## src/rtl/write_ram_mem.sv

```systemverilog
// Purpose : drains a DEPTH-byte register array into single-port RAM at addresses 0..DEPTH-1,
//           optionally reading each byte back and flagging the first mismatching address.
// Latency : VERIFY=1 -> 3 cycles per byte (WRITE, READ, CHECK), done at start edge + 3*DEPTH;
//           VERIFY=0 -> 1 cycle per byte, done at start edge + DEPTH.
// Backpr. : none; start is accepted only in IDLE or DONE and ignored while busy.
//
// Ports:
//   clk, reset       clock, synchronous active-high reset
//   start            run request, sampled in IDLE/DONE only
//   data_in[DEPTH]   source bytes, captured on the accepting edge (don't-care afterwards)
//   ram_q            RAM read data (registered-address read, 1-cycle latency)
//   address/ram_data/wren   RAM write port (address also drives the read)
//   busy/done        run in progress / run finished (done is a level held until restart)
//   error/bad_addr   sticky readback mismatch flag and address of the first mismatch
module write_ram_mem #(
    parameter int DEPTH  = 32,
    parameter int ADDR_W = 5,
    parameter bit VERIFY = 1'b1
) (
    input  logic              clk,
    input  logic              reset,
    input  logic              start,
    input  logic [7:0]        data_in [DEPTH],
    input  logic [7:0]        ram_q,
    output logic [ADDR_W-1:0] address,
    output logic [7:0]        ram_data,
    output logic              wren,
    output logic              busy,
    output logic              done,
    output logic              error,
    output logic [ADDR_W-1:0] bad_addr
);

    typedef enum logic [2:0] {
        ST_IDLE,
        ST_WRITE,
        ST_READ,
        ST_CHECK,
        ST_DONE
    } state_t;

    localparam logic [ADDR_W-1:0] LAST_IDX = ADDR_W'(DEPTH - 1);

    state_t            state_q;
    logic [ADDR_W-1:0] idx_q;
    logic [ADDR_W-1:0] idx_d;
    logic [7:0]        snap_q [DEPTH];
    logic [ADDR_W-1:0] address_q;
    logic [ADDR_W-1:0] bad_addr_q;
    logic [7:0]        ram_data_q;
    logic              wren_q;
    logic              busy_q;
    logic              done_q;
    logic              error_q;

    // Index of the following byte; only used when idx_q is below LAST_IDX, so it never wraps.
    assign idx_d = idx_q + ADDR_W'(1);

    // All outputs are registered and loaded one edge ahead of the state they belong to,
    // so WRITE of byte i already presents address/data/wren on the cycle it occupies.
    always_ff @(posedge clk) begin
        if (reset) begin
            state_q    <= ST_IDLE;
            idx_q      <= '0;
            address_q  <= '0;
            ram_data_q <= '0;
            wren_q     <= 1'b0;
            busy_q     <= 1'b0;
            done_q     <= 1'b0;
            error_q    <= 1'b0;
            bad_addr_q <= '0;
        end else begin
            case (state_q)
                ST_IDLE, ST_DONE: begin
                    if (start) begin
                        snap_q     <= data_in;
                        idx_q      <= '0;
                        address_q  <= '0;
                        ram_data_q <= data_in[0];
                        wren_q     <= 1'b1;
                        busy_q     <= 1'b1;
                        done_q     <= 1'b0;
                        error_q    <= 1'b0;
                        bad_addr_q <= '0;
                        state_q    <= ST_WRITE;
                    end
                end

                ST_WRITE: begin
                    if (VERIFY) begin
                        // Address stays on idx_q so the RAM captures it as the read address.
                        wren_q  <= 1'b0;
                        state_q <= ST_READ;
                    end else if (idx_q == LAST_IDX) begin
                        wren_q  <= 1'b0;
                        busy_q  <= 1'b0;
                        done_q  <= 1'b1;
                        state_q <= ST_DONE;
                    end else begin
                        idx_q      <= idx_d;
                        address_q  <= idx_d;
                        ram_data_q <= snap_q[idx_d];
                        wren_q     <= 1'b1;
                    end
                end

                ST_READ: begin
                    state_q <= ST_CHECK;
                end

                ST_CHECK: begin
                    // Only the first mismatch of a run is recorded.
                    if ((ram_q != snap_q[idx_q]) && !error_q) begin
                        error_q    <= 1'b1;
                        bad_addr_q <= idx_q;
                    end
                    if (idx_q == LAST_IDX) begin
                        busy_q  <= 1'b0;
                        done_q  <= 1'b1;
                        state_q <= ST_DONE;
                    end else begin
                        idx_q      <= idx_d;
                        address_q  <= idx_d;
                        ram_data_q <= snap_q[idx_d];
                        wren_q     <= 1'b1;
                        state_q    <= ST_WRITE;
                    end
                end

                default: begin
                    wren_q  <= 1'b0;
                    busy_q  <= 1'b0;
                    state_q <= ST_IDLE;
                end
            endcase
        end
    end

    assign address  = address_q;
    assign ram_data = ram_data_q;
    assign wren     = wren_q;
    assign busy     = busy_q;
    assign done     = done_q;
    assign error    = error_q;
    assign bad_addr = bad_addr_q;

endmodule
```

## config.mk

```make
export PLATFORM = sky130hd
export DESIGN_NAME = write_ram_mem
export DESIGN_NICKNAME = d
export VERILOG_FILES = /design/src/rtl/write_ram_mem.sv
export SDC_FILE = /design/constraint.sdc
export NUM_CORES = 1
export LEC_CHECK = 0
export CORE_ASPECT_RATIO = 0.75
export CORE_MARGIN = 2
export CORE_UTILIZATION = 55
export CTS_CLUSTER_SIZE = 28
export DETAILED_ROUTE_END_ITERATION = 12
export PLACE_DENSITY = 0.87
export REMOVE_ABC_BUFFERS = 1
export SYNTH_ARGS = -nofsm -noshare
export SYNTH_HDL_FRONTEND = slang
export SYNTH_SLANG_ARGS = --single-unit
export TNS_END_PERCENT = 50
```

## constraint.sdc

```tcl
create_clock -name clk -period 37.6 [get_ports clk]
set_input_delay 11.28 -clock clk [delete_from_list [all_inputs] [get_ports clk]]
set_output_delay 11.28 -clock clk [all_outputs]
set_load 0.02 [all_outputs]
```

==> summary by stage <==
CTS
No sink is reached through more buffers than the 3 on the longest clock path. The clock insertion delay at the later pin of the skew report is 530 ps. The total clock buffers created by CTS is 27.

The cell chosen for the clock root is clkbuf_16. The number of sinks handled by clock tree synthesis is 281. The number of hold buffers added after CTS was 0. The CTS clock-pin slew for the worst setup and hold paths is 60 ps. The number of instances resized during post-cts repair is 0. TritonCTS built the clock tree. The deepest level of the CTS H-tree is 1. After clock tree synthesis, the setup repair step added 0 buffers.

GRT
The total track usage is 28.32%. The via count of the first global-routing pass is 8918. The initial antenna violation count came to 4. Entering global routing, the biggest net connects 90 pins. The global-route wire length before repair is 53210 um. The overflow left after global routing is 0.

STA
The largest clock skew in the final design is 8.238 ps. Setup repair after global routing left no endpoint under its margin. The final clock period utilization by the worst path is 37.00%.

The number of pins with negative max-slew slack in the final report was 0. The final hold slack is 467.3 ps. The setup violation total in the final timing report is 0.

Summed over all failing endpoints, the final setup total negative slack is 0 ps. The highest clock frequency the design can meet is 71.89 MHz. The setup slack of the critical path after layout is 23690 ps. The worst path needs 13910 ps of the cycle, external delays included.

The worst-margin pin slew is 1128 ps. In this run the tightest slew margin relative to its limit is 24.81%. The hold violation count in the final report was 0.

Worst setup path
The number of cells on the worst reg-to-reg path is 9. The data arrival at the endpoint of the critical path is 14050 ps. Of all nets on the critical path, the largest fanout is 89. The type of destination of the critical path is a flop.

STA classifies the critical path startpoint as a primary input. For the worst setup path, the data required time is 37740 ps. The critical path class is in -> reg.

Placed design
The total instance count after detailed placement is 1288. The count of buffers inserted at the top-level ports is 288. Detailed placement ended at an HPWL of 24870 um. The placed cell area is 0.01630 mm^2. The global placer's final weighted congestion is 0.8553.

The pre-CTS setup slack is 23190 ps.

Die
The vertical extent of the die is 138.2 um. The floorplan has 49 rows. The standard cell core area is 0.02379 mm^2. The die covers 0.02528 mm^2.

The starting utilization of the core area is 55.51%. The die is 182.9 um wide. During I/O placement, the number of pins put on the boundary was 289.

Layout
The library cell used most frequently in the layout, excluding fill and tap cells, is clkdlybuf4s50_1. Cells fill 72.00% of the core in the end. Cells with a size suffix above 1 make up 15.87% of the layout. In the layout the commonest cells are clkdlybuf4s50_1 (288), edfxtp_1 (256), mux4_2 (93), mux2i_1 (67), a22oi_1 (28). The net count of the finished layout is 1280.

The finished layout holds 1335 standard cells, fillers aside. Once layout is done, the placed cells without fillers occupy 0.01713 mm^2. The area added between synthesis and finish is 29.72%.

Power and ir drop
The total chip power is 0.7302 mW. The part of the power in registers is 51.9%. The analysis attributes to cell leakage a power of 5.434 nW.

The proportion of power drawn by the clock network is 35.4%. The power per standard cell area is 42.63 mW/mm^2. The worst-case vdd ir drop is 0.00003090 V. Net switching is 22.32% of the power. The internal portion of the total power is 0.5672 mW.

The combinational share of power is 12.7%. The analysis attributes to net switching a power of 0.1630 mW.

Routing
The post-detailed-route via-to-cell ratio is 6.406. For this block, the routed nets add up to 35860 um of wire. Once detail routing completed, the nets flagged for antenna violations numbered 0. The total number of vias is 8552.

In the final routed layout, each cell accounts on average for 26.86 um. After the first detailed-routing iteration, the DRC count stood at 819. The count of unresolved DRC violations after routing is 0. The first TritonRoute pass finished after 5 iterations.

Synth
The Yosys warning count is 0. The flip-flop and latch count after synthesis is 281. For this run, the register share of the synthesized area comes to 62.01%. The number of unique standard cell types used by synthesis is 54. The post-synthesis cell count is 731. The post-synthesis cell area is 0.01320 mm^2. Each instance of the synthesized netlist takes up on average 18.06 um^2.

Outcome
The flow ran to the end, and the final reports show no timing, DRC or antenna violations.

Worst hold path
The tightest min-delay check is of the reg -> reg type. The worst hold path was traced through 2 stages.

Flow run
The count of maximum capacitance violations is 0.
-- cells by family (layout without fill, tap and decap cells) --
family	after synthesis	after routing	share of synthesized area, %
adders and majority gates	2	2	0.1895
AOI/OAI and AO/OA	101	101	5.430
other	0	2	0
DFF	281	281	62.01
muxes	186	186	25.43
xor gates and xnor gates	13	13	0.8623
buffers and inverters	58	354	2.720
and+or+nand+nor	90	90	3.355
-- power by group through the flow --
stage	combinational (mW)	sequential, mW	clock, mW
final	0.0928	0.379	0.259
after global routing	0.0983	0.381	0.272
after CTS	0.0928	0.379	0.262
after detailed placement	0.0922	0.385	0
after global placement	0.0903	0.383	0
after floorplan	0.0416	0.393	0
-- worst max-delay path: stages --
cell and delay, ps:
clkdlybuf4s50_1 500, nand2_1 60, buf_4 220, nor2_4 90, buf_4 730, buf_4 980
-- layout make-up --
type	instances	area, um^2
tap	306	382.9
multi-input combinational	392	4706
antenna	2	5.005
inverter	7	26.28
clock buffer	40	774.5
sequential	281	8197
clock inverter	5	48.80
timing repair buffer	302	2988
fill	1509	6660
-- sequential cells by signal (all words and copies together), names as in the netlist --
name      cells
address       5
bad_addr      5
busy          1
done          1
error         1
ram_data      8
snap_q      256
state_q       3
wren          1
-- metal layers --
metal  global-route usage (%)  up-vias  part of all wire [%]
li1                         -     3665                     -
met1                    39.59     4313                    40
met2                    44.91      496                    47
met3                    6.981       74                   9.8
met4                    8.421        4                   3.1
met5                        0        -                 0.081
-- cell usage after synthesis (all sizes together) --
| cell type | n | area share, % |
|---|---|---|
| o21ai | 13 | 0.49 |
| xnor2 | 7 | 0.46 |
| a21oi | 14 | 0.53 |
| or3 | 1 | 0.047 |
| nand3b | 1 | 0.057 |
| a222oi | 1 | 0.076 |
| and2 | 1 | 0.047 |
| o22ai | 6 | 0.28 |
| xor2 | 6 | 0.40 |
| a221oi | 10 | 0.71 |
| nor4 | 6 | 0.33 |
| mux2 | 6 | 0.51 |
| a22o | 2 | 0.13 |
| ha | 2 | 0.19 |
| mux2i | 67 | 5.1 |
| inv | 7 | 0.20 |
| or2 | 1 | 0.047 |
| and3 | 7 | 0.33 |
| a31oi | 3 | 0.14 |
| o22a | 1 | 0.066 |
| nor4bb | 1 | 0.076 |
| a22oi | 28 | 1.6 |
| o211ai | 3 | 0.17 |
| a2111oi | 1 | 0.066 |
| nand3 | 6 | 0.23 |
| o211a | 1 | 0.076 |
| and3b | 1 | 0.066 |
| mux4 | 113 | 20 |
| nor2b | 5 | 0.24 |
| nand2 | 25 | 0.71 |
| nor3 | 2 | 0.076 |
| edfxtp | 256 | 58 |
| o41ai | 2 | 0.13 |
| nor3b | 1 | 0.057 |
| dfxtp | 25 | 3.8 |
| clkbuf | 20 | 0.57 |
| nor4b | 1 | 0.066 |
| and4 | 2 | 0.13 |
| a32oi | 1 | 0.066 |
| buf | 31 | 2.0 |
| a31o | 1 | 0.066 |
| nor2 | 29 | 0.84 |
| a2111o | 1 | 0.085 |
| a211oi | 13 | 0.74 |
-- worst paths after layout --
kind / startpoint / to / slack [ps]
worst max-delay path: start / snap_q[27] / 23690
worst min register to register: done / done / 470
worst max register to register: address[1] / bad_addr[0] / 33210
worst min-delay path: done / done / 470
Power figures use the tool's default switching activity.
